## src/rtl/pipeline_ctrl.sv

```systemverilog
// pipeline_ctrl: stall/flush/redirect control with data-memory wait FSM; PIPE_CTRL_PERF_EN adds stall_cnt
module pipeline_ctrl #(
    parameter int MEM_TIMEOUT = 15
) (
    input  logic       clk,
    input  logic       rst,
    input  logic [4:0] id_rs1,
    input  logic [4:0] id_rs2,
    input  logic       id_uses_rs2,
    input  logic [4:0] ex_rd,
    input  logic       ex_memread,
    input  logic       mem_branch,
    input  logic       mem_zero,
    input  logic       mem_jump,
    input  logic       mem_access,
    input  logic       dmem_ack,
    output logic       dmem_req,
    output logic       en_pc,
    output logic       en_if_id,
    output logic       en_id_ex,
    output logic       en_ex_mem,
    output logic       en_mem_wb,
    output logic       flush_if_id,
    output logic       flush_id_ex,
    output logic       flush_ex_mem,
    output logic       pc_sel,
    output logic       timeout_err
`ifdef PIPE_CTRL_PERF_EN
    ,
    output logic [31:0] stall_cnt
`endif
);
    localparam int cw = $clog2(MEM_TIMEOUT + 1);
    typedef enum logic [1:0] {RUN, MEM_WAIT, ERR} state_t;
    state_t state, state_nx;
    logic [cw-1:0] cnt, cnt_nx;
    logic redirect, load_use, go, live;
    assign redirect = mem_jump | (mem_branch & mem_zero);
    assign load_use = ex_memread && ex_rd != 5'd0 &&
                      (ex_rd == id_rs1 || (id_uses_rs2 && ex_rd == id_rs2));
    always_ff @(posedge clk) begin
        if (rst) begin
            state <= RUN;
            cnt   <= '0;
        end else begin
            state <= state_nx;
            cnt   <= cnt_nx;
        end
    end
    // go: the pipeline may advance this cycle, so hazards get evaluated
    always_comb begin
        state_nx = state;
        cnt_nx   = cnt;
        go       = 1'b0;
        if (state == RUN) begin
            go       = !(mem_access && !dmem_ack);
            state_nx = go ? RUN : MEM_WAIT;
            cnt_nx   = go ? '0 : cw'(1);
        end else if (state == MEM_WAIT) begin
            go       = dmem_ack;
            state_nx = dmem_ack ? RUN : (cnt == cw'(MEM_TIMEOUT) ? ERR : MEM_WAIT);
            cnt_nx   = dmem_ack ? '0 : cnt + 1'b1;
        end
        live         = go && !rst;
        pc_sel       = live && redirect;
        flush_if_id  = pc_sel;
        flush_ex_mem = pc_sel;
        flush_id_ex  = live && (redirect || load_use);
        en_pc        = live && (redirect || !load_use);
        en_if_id     = en_pc;
        en_id_ex     = live;
        en_ex_mem    = live;
        en_mem_wb    = live;
        dmem_req     = !rst && (state == MEM_WAIT || (state == RUN && mem_access));
        timeout_err  = state == ERR;
    end
`ifdef PIPE_CTRL_PERF_EN
    always_ff @(posedge clk) begin
        stall_cnt <= rst ? '0 : stall_cnt + {31'd0, !en_pc};
    end
`endif
endmodule

```

## config.mk

```make
export PLATFORM = sky130hd
export DESIGN_NAME = pipeline_ctrl
export DESIGN_NICKNAME = d
export VERILOG_FILES = /design/src/rtl/pipeline_ctrl.sv
export SDC_FILE = /design/constraint.sdc
export NUM_CORES = 1
export LEC_CHECK = 0
export ABC_AREA = 1
export ABC_CLOCK_PERIOD_IN_PS = 1270
export BUFFER_PORTS_ARGS = -buffer_cell sky130_fd_sc_hd__buf_2
export CAP_MARGIN = 20
export CORE_MARGIN = 3
export CORE_UTILIZATION = 43
export CTS_CLUSTER_DIAMETER = 50
export DETAILED_ROUTE_END_ITERATION = 16
export PLACE_DENSITY = 0.78
export SKIP_CTS_REPAIR_TIMING = 1
export SLEW_MARGIN = 20
export SYNTH_ARGS = -nofsm -noshare
export SYNTH_HDL_FRONTEND = slang
export SYNTH_SLANG_ARGS = --single-unit
export TNS_END_PERCENT = 100
```

## constraint.sdc

```tcl
create_clock -name clk -period 1.27 [get_ports clk]
set_input_delay 0.127 -clock clk [delete_from_list [all_inputs] [get_ports clk]]
set_output_delay 0.127 -clock clk [all_outputs]
set_load 0.005 [all_outputs]
```

---- Word level (Yosys, flattened, before mapping) ----
Index checks and enable logic that the tools add are counted.
word-level totals
  output and inout port bits .............. 11
  logic and storage cells ................. 42
  input bits .............................. 24
  flip-flop bits (word level) ............. 6
cells by class
  add/subtract/negate cells ............... 1
  equality and inequality tests ........... 5
  reductions and logical operators ........ 21
  muxes and demuxes ....................... 11
  bitwise gates (word level) .............. 2
operator list
  kind                 count
  $mux 4               3
  $eq 5x5->1           2
  $logic_and 1x1->1    10
  $mux 2               4
  $reduce_bool 5->1    1
  $add 4x1->4 const B  1
  $eq 4x4->1 const B   1
  $logic_not 1->1      4
  $logic_or 1x1->1     4
  $mux 1               4
  $eq 2x1->1 const B   1
  $eq 2x2->1 const B   1
  $logic_not 2->1      1
  $reduce_bool 2->1    1
  $and 1x1->1          1
  $or 1x1->1           1

---- Longest topological paths before layout ----
Gate-level depths: netlist (run 1).
  depth in word-level cells ............... 7
  gate-level depth with buffers ........... 10
  depth with buffers taken out ............ 9

---- Worst setup path after synthesis (run 1) ----
OpenSTA, ideal clock, no wires.
  kind .................................... reg2out
  from .................................... reg state[0]
  to ...................................... out en_pc
  path slack .............................. 0.122 ns
  arrival time ............................ 1.021 ns
  data required time ...................... 1.143 ns
  stages on the path, launching flop included .. 8
  path through ............................ dfxtp_1 -> inv_2 -> a31oi_4 -> nand2_4 -> nor2_4 -> inv_2 -> nand2_1 -> buf_4
between the ends
  longest elaborated chain between the ends .. 5
  elaborated cells between the ends (all ways) .. 6
ends and longest elaborated chain
  element                   line  source
  start: declaration        35    state_t state, state_nx;
  start signal: assignment  46    state <= state_nx;
  $eq 2x1->1                59    end else if (state == MEM_WAIT) begin
  $mux 1                    59
  $mux 1 *                  55    if (state == RUN) begin
  $logic_and 1x1->1 *       64    live = go && !rst;
  $logic_and 1x1->1 *       69    en_pc = live && (redirect || !load_use);
  end: declaration          18    output logic en_pc,
Every way passes the cells marked *; elsewhere a longest branch is shown, timed or not.

---- Worst setup path after layout (run 1) ----
Same ends and word-level chain as after synthesis.

==> results of run 1 <==
[Yosys cell counts (2+ instances only)]
cell type / n
inv_1: 12
dfxtp_1: 6
nand2_2: 2
buf_4: 5
nand3_1: 3
nor2_2: 6
a21oi_1: 5
inv_2: 9
nand2_1: 36
nor2_1: 5
[power by group through the flow]
stage | clock (mW) | combinational (mW) | sequential, mW
after global routing | 0.191 | 0.222 | 0.197
after CTS | 0.179 | 0.183 | 0.196
after global placement | 0 | 0.177 | 0.200
after detailed placement | 0 | 0.182 | 0.200
after floorplan | 0 | 0.117 | 0.199
final | 0.180 | 0.199 | 0.197
[flip-flops by register name, indices dropped and copies added, names as in the netlist]
register	flops
cnt	4
state	2
[per-layer routing]
metal  share of wire [%]  global-route usage, %  up-vias  routed length, um
met5                   0                      0        -                  0
met4                0.72                  3.614        0                 11
met3                  10                  3.659        2                153
met2                  48                  25.58       32                736
met1                  41                  17.92      316                633
li1                    -                      -      391                  -
[path summary, 6_finish.rpt]
kind,from,endpoint,cells after the start
worst min-delay path,rst,state[0],4
worst max-delay path,state[0],en_pc,7
worst max register to register,state[0],cnt[0],6
worst min register to register,cnt[2],cnt[2],2
[cell type report]
class                           instances  area, um^2
Multi-Input combinational cell         73       400.4
Tap cell                               15       18.77
Clock buffer                            3       22.52
Timing Repair Buffer                   38       206.4
Fill cell                             124       490.5
Inverter                               22       90.09
Sequential cell                         6       121.4
[worst max-delay path, delay by kind of cell, from the launching register on]
family	cells	cell delay, ns
AO/OA/AOI/OAI	1	0.19
flip-flops	1	0.35
AND/OR/NAND/NOR	3	0.26
buffers and inverters	3	0.21
[placed cells by master, fill, tap and decap left out]
cell / n
nor3_2: 1
nand2_4: 1
dfxtp_1: 5
o21ai_2: 1
nor2_2: 5
and3_1: 1
inv_4: 3
nand4_1: 1
or2_1: 1
nand3_1: 3
inv_1: 12
nor2_4: 2
nand3_2: 1
inv_2: 7
ha_1: 1
buf_6: 1
o21ai_0: 1
nor2_1: 5
nand2_1: 35
a31oi_4: 1
dfxtp_2: 1
and3_4: 1
buf_4: 4
xnor2_1: 1
nor3_1: 1
o211ai_1: 1
o31ai_1: 1
nand2_2: 3
buf_2: 33
a21oi_1: 5
clkbuf_4: 3
[logic make-up after synthesis]
family	Yosys count	synth area share (%)
xor+xnor	1	1.378
buf+inv	27	19.29
simple gates	61	46.65
compound gates	10	11.81
fa+ha+maj	1	1.968
flops	6	18.90
==> flow_metrics.env, run 1 <==
export IMPL_status="finished with violations"
export IMPL_violations="setup timing"
export IMPL_ys_warn_count=0
export IMPL_grt_use_total_pct=14.70
export IMPL_synth_area_um2=635.6
export IMPL_io_pins=35
export IMPL_cts_sink_count=6
export IMPL_dr_pass1_iters=4
export IMPL_grt_max_degree=8
export IMPL_cts_root_buffer="clkbuf_4"
export IMPL_final_cells=157
export IMPL_synth_seq_cells=6
export IMPL_cts_tree="done"
export IMPL_finalCritPeriodShare_pct=109.3
export IMPL_cp_max_fo=4
export IMPL_dieArea_um2=1975
export IMPL_setup_worst_path_start_class="flip-flop"
export IMPL_p_leak_nw=0.5105
export IMPL_io_buffers=34
export IMPL_synth_edf_count=0
export IMPL_p_sw_mw=0.1824
export IMPL_syn_num_nets=131
export IMPL_seqPwrFrac_pct=34.2
export IMPL_wl_mm=1.533
export IMPL_syn_to_final_growth_pct=35.24
export IMPL_power_mw=0.5763
export IMPL_antenna_cells=0
export IMPL_antenna_found_initial=0
export IMPL_start_util_pct=47.08
export IMPL_path_clk_slew_ns=0.04
export IMPL_cts_max_level=1
export IMPL_synthCells=106
export IMPL_cellPowerDensity_nw_per_um2=670.5
export IMPL_synth_top_area_share_pct=21.26
export IMPL_grt_pass1_vias=572
export IMPL_cpPeakStageDelay_ns=0.35
export IMPL_max_clock_freq_mhz=720.4
export IMPL_cp_required_ns=1.14
export IMPL_grt_pass1_wl_mm=2.221
export IMPL_comb_power_share_pct=34.6
export IMPL_fin_ws_ns=-0.1181
export IMPL_placed_cell_area_um2=794.5
export IMPL_clk_latency_ns=0.25
export IMPL_drtAntennaViolNets=0
export IMPL_worstPathCellList="inv_4, a31oi_4, nand2_4, nor2_4, inv_2, nand2_2, buf_2"
export IMPL_switching_share_pct=31.64
export IMPL_numCtsBuffers=3
export IMPL_gp_congestion=0.7988
export IMPL_die_y_um=44.45
export IMPL_dp_cells=151
export IMPL_synth_top_area_cell="nand2_1"
export IMPL_synth_ff_type="dfxtp_1"
export IMPL_syn_avg_cell_area_um2=5.996
export IMPL_regToRegSetupSlack_ns=0.21
export IMPL_skew_ns=0.006304
export IMPL_worstMarginPinSlew_ns=0.2325
export IMPL_vias=741
export IMPL_cts_path_max_buffers=2
export IMPL_slew_violations=0
export IMPL_drt_iter0_drc=18
export IMPL_coreArea_um2=1350
export IMPL_grt_ovfl_total=0
export IMPL_synth_cell_types=27
export IMPL_hold_ws_ns=0.1843
export IMPL_hold_path_class="in2reg"
export IMPL_setup_viol=6
export IMPL_finalHoldViolations=0
export IMPL_drv_cap=0
export IMPL_tns_ns=-0.4146
export IMPL_slowest_stage="dfxtp_2"
export IMPL_end_kind="primary output"
export IMPL_finish_utilization_pct=63.67
export IMPL_via_per_inst=4.720
export IMPL_dp_slack_ns=0.09799
export IMPL_post_route_cells_drive_above_1_share_pct=47.89
export IMPL_fin_area_um2=859.6
export IMPL_rsz0062_at_grt="true"
export IMPL_ys_async_sr_fraction_pct=0
export IMPL_fin_nets=169
export IMPL_ys_seq_area_share_pct=18.90
export IMPL_internal_power_mw=0.3940
export IMPL_final_min_clock_period_ns=1.388
export IMPL_ys_top_cells_by_area="nand2_1 (21%), dfxtp_1 (19%), inv_1 (7.1%), buf_4 (5.9%), nor2_2 (5.9%)"
export IMPL_critical_path_arrival_ns=1.26
export IMPL_dp_hpwl_mm=1.238
export IMPL_vdd_drop_max_mv=0.7754
export IMPL_pwr_share_clk_pct=31.2
export IMPL_post_route_drc_count=0
export IMPL_row_count=13
export IMPL_relSlewSlack_pct=84.50
export IMPL_fp_dieW_um=44.45
export IMPL_path_class="reg2out"
export IMPL_detail_route_wl_per_cell_um=9.764
Note: power is estimated with default switching activity, not from simulation.
==> run 2: changes to the inputs <==
--- a/config.mk
+++ b/config.mk
@@ -7,13 +7,12 @@
 export LEC_CHECK = 0
 export ABC_AREA = 1
 export ABC_CLOCK_PERIOD_IN_PS = 1270
-export BUFFER_PORTS_ARGS = -buffer_cell sky130_fd_sc_hd__buf_2
 export CAP_MARGIN = 20
-export CORE_MARGIN = 3
-export CORE_UTILIZATION = 43
+export CORE_AREA = 3 3 40 42
 export CTS_CLUSTER_DIAMETER = 50
 export DETAILED_ROUTE_END_ITERATION = 16
-export PLACE_DENSITY = 0.78
+export DIE_AREA = 0 0 43 45
+export DONT_BUFFER_PORTS = 1
 export SKIP_CTS_REPAIR_TIMING = 1
 export SLEW_MARGIN = 20
 export SYNTH_ARGS = -nofsm -noshare
==> flow_metrics.env, run 2 (synthesized netlist as in run 1, its figures left out) <==
export IMPL_final_cell_mix="nand2_1 (34), inv_1 (12), inv_2 (7), nor2_2 (6)"
export IMPL_cts_root_buffer="clkbuf_4"
export IMPL_regToRegStartpoint="state[0]"
export IMPL_antenna_cells=0
export IMPL_fp_dieW_um=43
export IMPL_cts_tree="done"
export IMPL_post_route_cells_drive_above_1_share_pct=32.08
export IMPL_die_y_um=45
export IMPL_status="finished with violations"
export IMPL_dp_slack_ns=0.1343
export IMPL_drt_iter0_drc=11
export IMPL_gp_congestion=0.7424
export IMPL_vias=586
export IMPL_post_route_drc_count=0
export IMPL_fin_ws_ns=-0.04092
export IMPL_holdPathStages=3
export IMPL_final_min_clock_period_ns=1.311
export IMPL_largest_reg_flops=4
export IMPL_power_mw=0.4886
export IMPL_antenna_found_initial=0
export IMPL_grt_use_total_pct=14.17
export IMPL_setup_viol=6
export IMPL_dr_pass1_iters=4
export IMPL_wl_mm=1.219
export IMPL_cts_path_max_buffers=2
export IMPL_violations="setup timing"
export IMPL_rsz0062_at_grt="true"
export IMPL_cts_max_level=1
export IMPL_end_kind="primary output"
export IMPL_row_count=13
export IMPL_io_buffers=0
export IMPL_worstMarginPinSlew_ns=0.2251
export IMPL_dp_hpwl_mm=1.072
export IMPL_skew_ns=0.002773
export IMPL_numCtsBuffers=3
export IMPL_clk_latency_ns=0.24
export IMPL_final_common_cell="nand2_1"
export IMPL_cts_sink_count=6
export IMPL_drtAntennaViolNets=0
export IMPL_tns_ns=-0.2336
export IMPL_reg2reg_to="cnt[0]"
export IMPL_detail_route_wl_per_cell_um=10.07
export IMPL_slew_violations=0
export IMPL_cellPowerDensity_nw_per_um2=723.2
export IMPL_finalHoldViolations=0
export IMPL_path_class="reg2out"
export IMPL_finalCritPeriodShare_pct=103.2
export IMPL_worstHoldStart="rst"
export IMPL_relSlewSlack_pct=84.87
export IMPL_path_clk_slew_ns=0.04
export IMPL_finish_utilization_pct=52.58
export IMPL_io_pins=35
export IMPL_p_leak_nw=0.3591
export IMPL_cp_max_fo=3
export IMPL_grt_pass1_wl_mm=2.035
export IMPL_max_clock_freq_mhz=762.8
export IMPL_startpoint="state[0]"
export IMPL_coreArea_um2=1285
export IMPL_fillers=141
export IMPL_cp_required_ns=1.14
export IMPL_setup_worst_path_start_class="flip-flop"
export IMPL_regToRegSetupSlack_ns=0.20
export IMPL_vdd_drop_max_mv=0.5580
export IMPL_via_per_inst=4.843
export IMPL_grt_ovfl_total=0
export IMPL_min_to="state[0]"
export IMPL_top_regs="cnt: 4 flops, state: 2 flops"
export IMPL_top_register="cnt"
export IMPL_grt_max_degree=8
export IMPL_dieArea_um2=1935
export IMPL_ff2ff_path_depth=6
export IMPL_start_util_pct=49.46
export IMPL_hold_path_class="in2reg"
export IMPL_drv_cap=0
export IMPL_syn_to_final_growth_pct=6.299
export IMPL_grt_pass1_vias=556
export IMPL_critical_path_arrival_ns=1.18
export IMPL_fin_nets=133
run 2: worst max-delay path by stage:
| stage | slack (ns) | endpoint | cells past startpoint |
|---|---|---|---|
| 2_1_floorplan | 0.12 | en_pc | 7 |
| 3_3_place_gp | 0.17 | en_if_id | 6 |
| 3_5_place_dp | 0.13 | en_if_id | 6 |
| 4_1_cts | -0.13 | en_if_id | 6 |
| 5_1_grt | -0.11 | en_pc | 6 |
| 6_report | -0.04 | flush_id_ex | 6 |
run 2: critical path, stage by stage (launching register included):
cell,delay (ns)
dfxtp_4,0.36
inv_4,0.05
a31oi_4,0.21
nand2_4,0.10
nor2_4,0.10
inv_2,0.05
nand2_1,0.07
run 2: power breakdown:
group / internal, mW / switching [mW] / leakage [nW]
clock network: 0.106 / 0.0620 / 0.0138
registers: 0.192 / 0.00436 / 0.0499
logic: 0.0510 / 0.0726 / 0.295
total: 0.350 / 0.139 / 0.359
run 2: cell type report:
class                   instances  area (um^2)  share of cell area (%)
multi-input cells              73        397.9                   58.89
flip-flops and latches          6        125.1                   18.52
inverters                      22        92.59                   13.70
clock buffers                   3        22.52                   3.333
repair buffers                  2        18.77                   2.778
well taps                      15        18.77                   2.778
run 2: through the flow:
stage               cells  hold slack (ns)  instance area, um^2
floorplan             106           0.2748                635.6
global placement      117           0.2787                624.3
detailed placement    117           0.2836                624.3
CTS                   120          0.02781                646.9
global route          121          0.04112                675.6
finish                121          0.02588                675.6
run 2: routing by layer:
metal  vias to the layer above  share of wire, %  track usage, %
met2                        14                55           25.75
li1                        319                 -               -
met3                         0               7.3           4.382
met5                         -                 0               0
met4                         0                 0           9.036
met1                       253                37           14.01
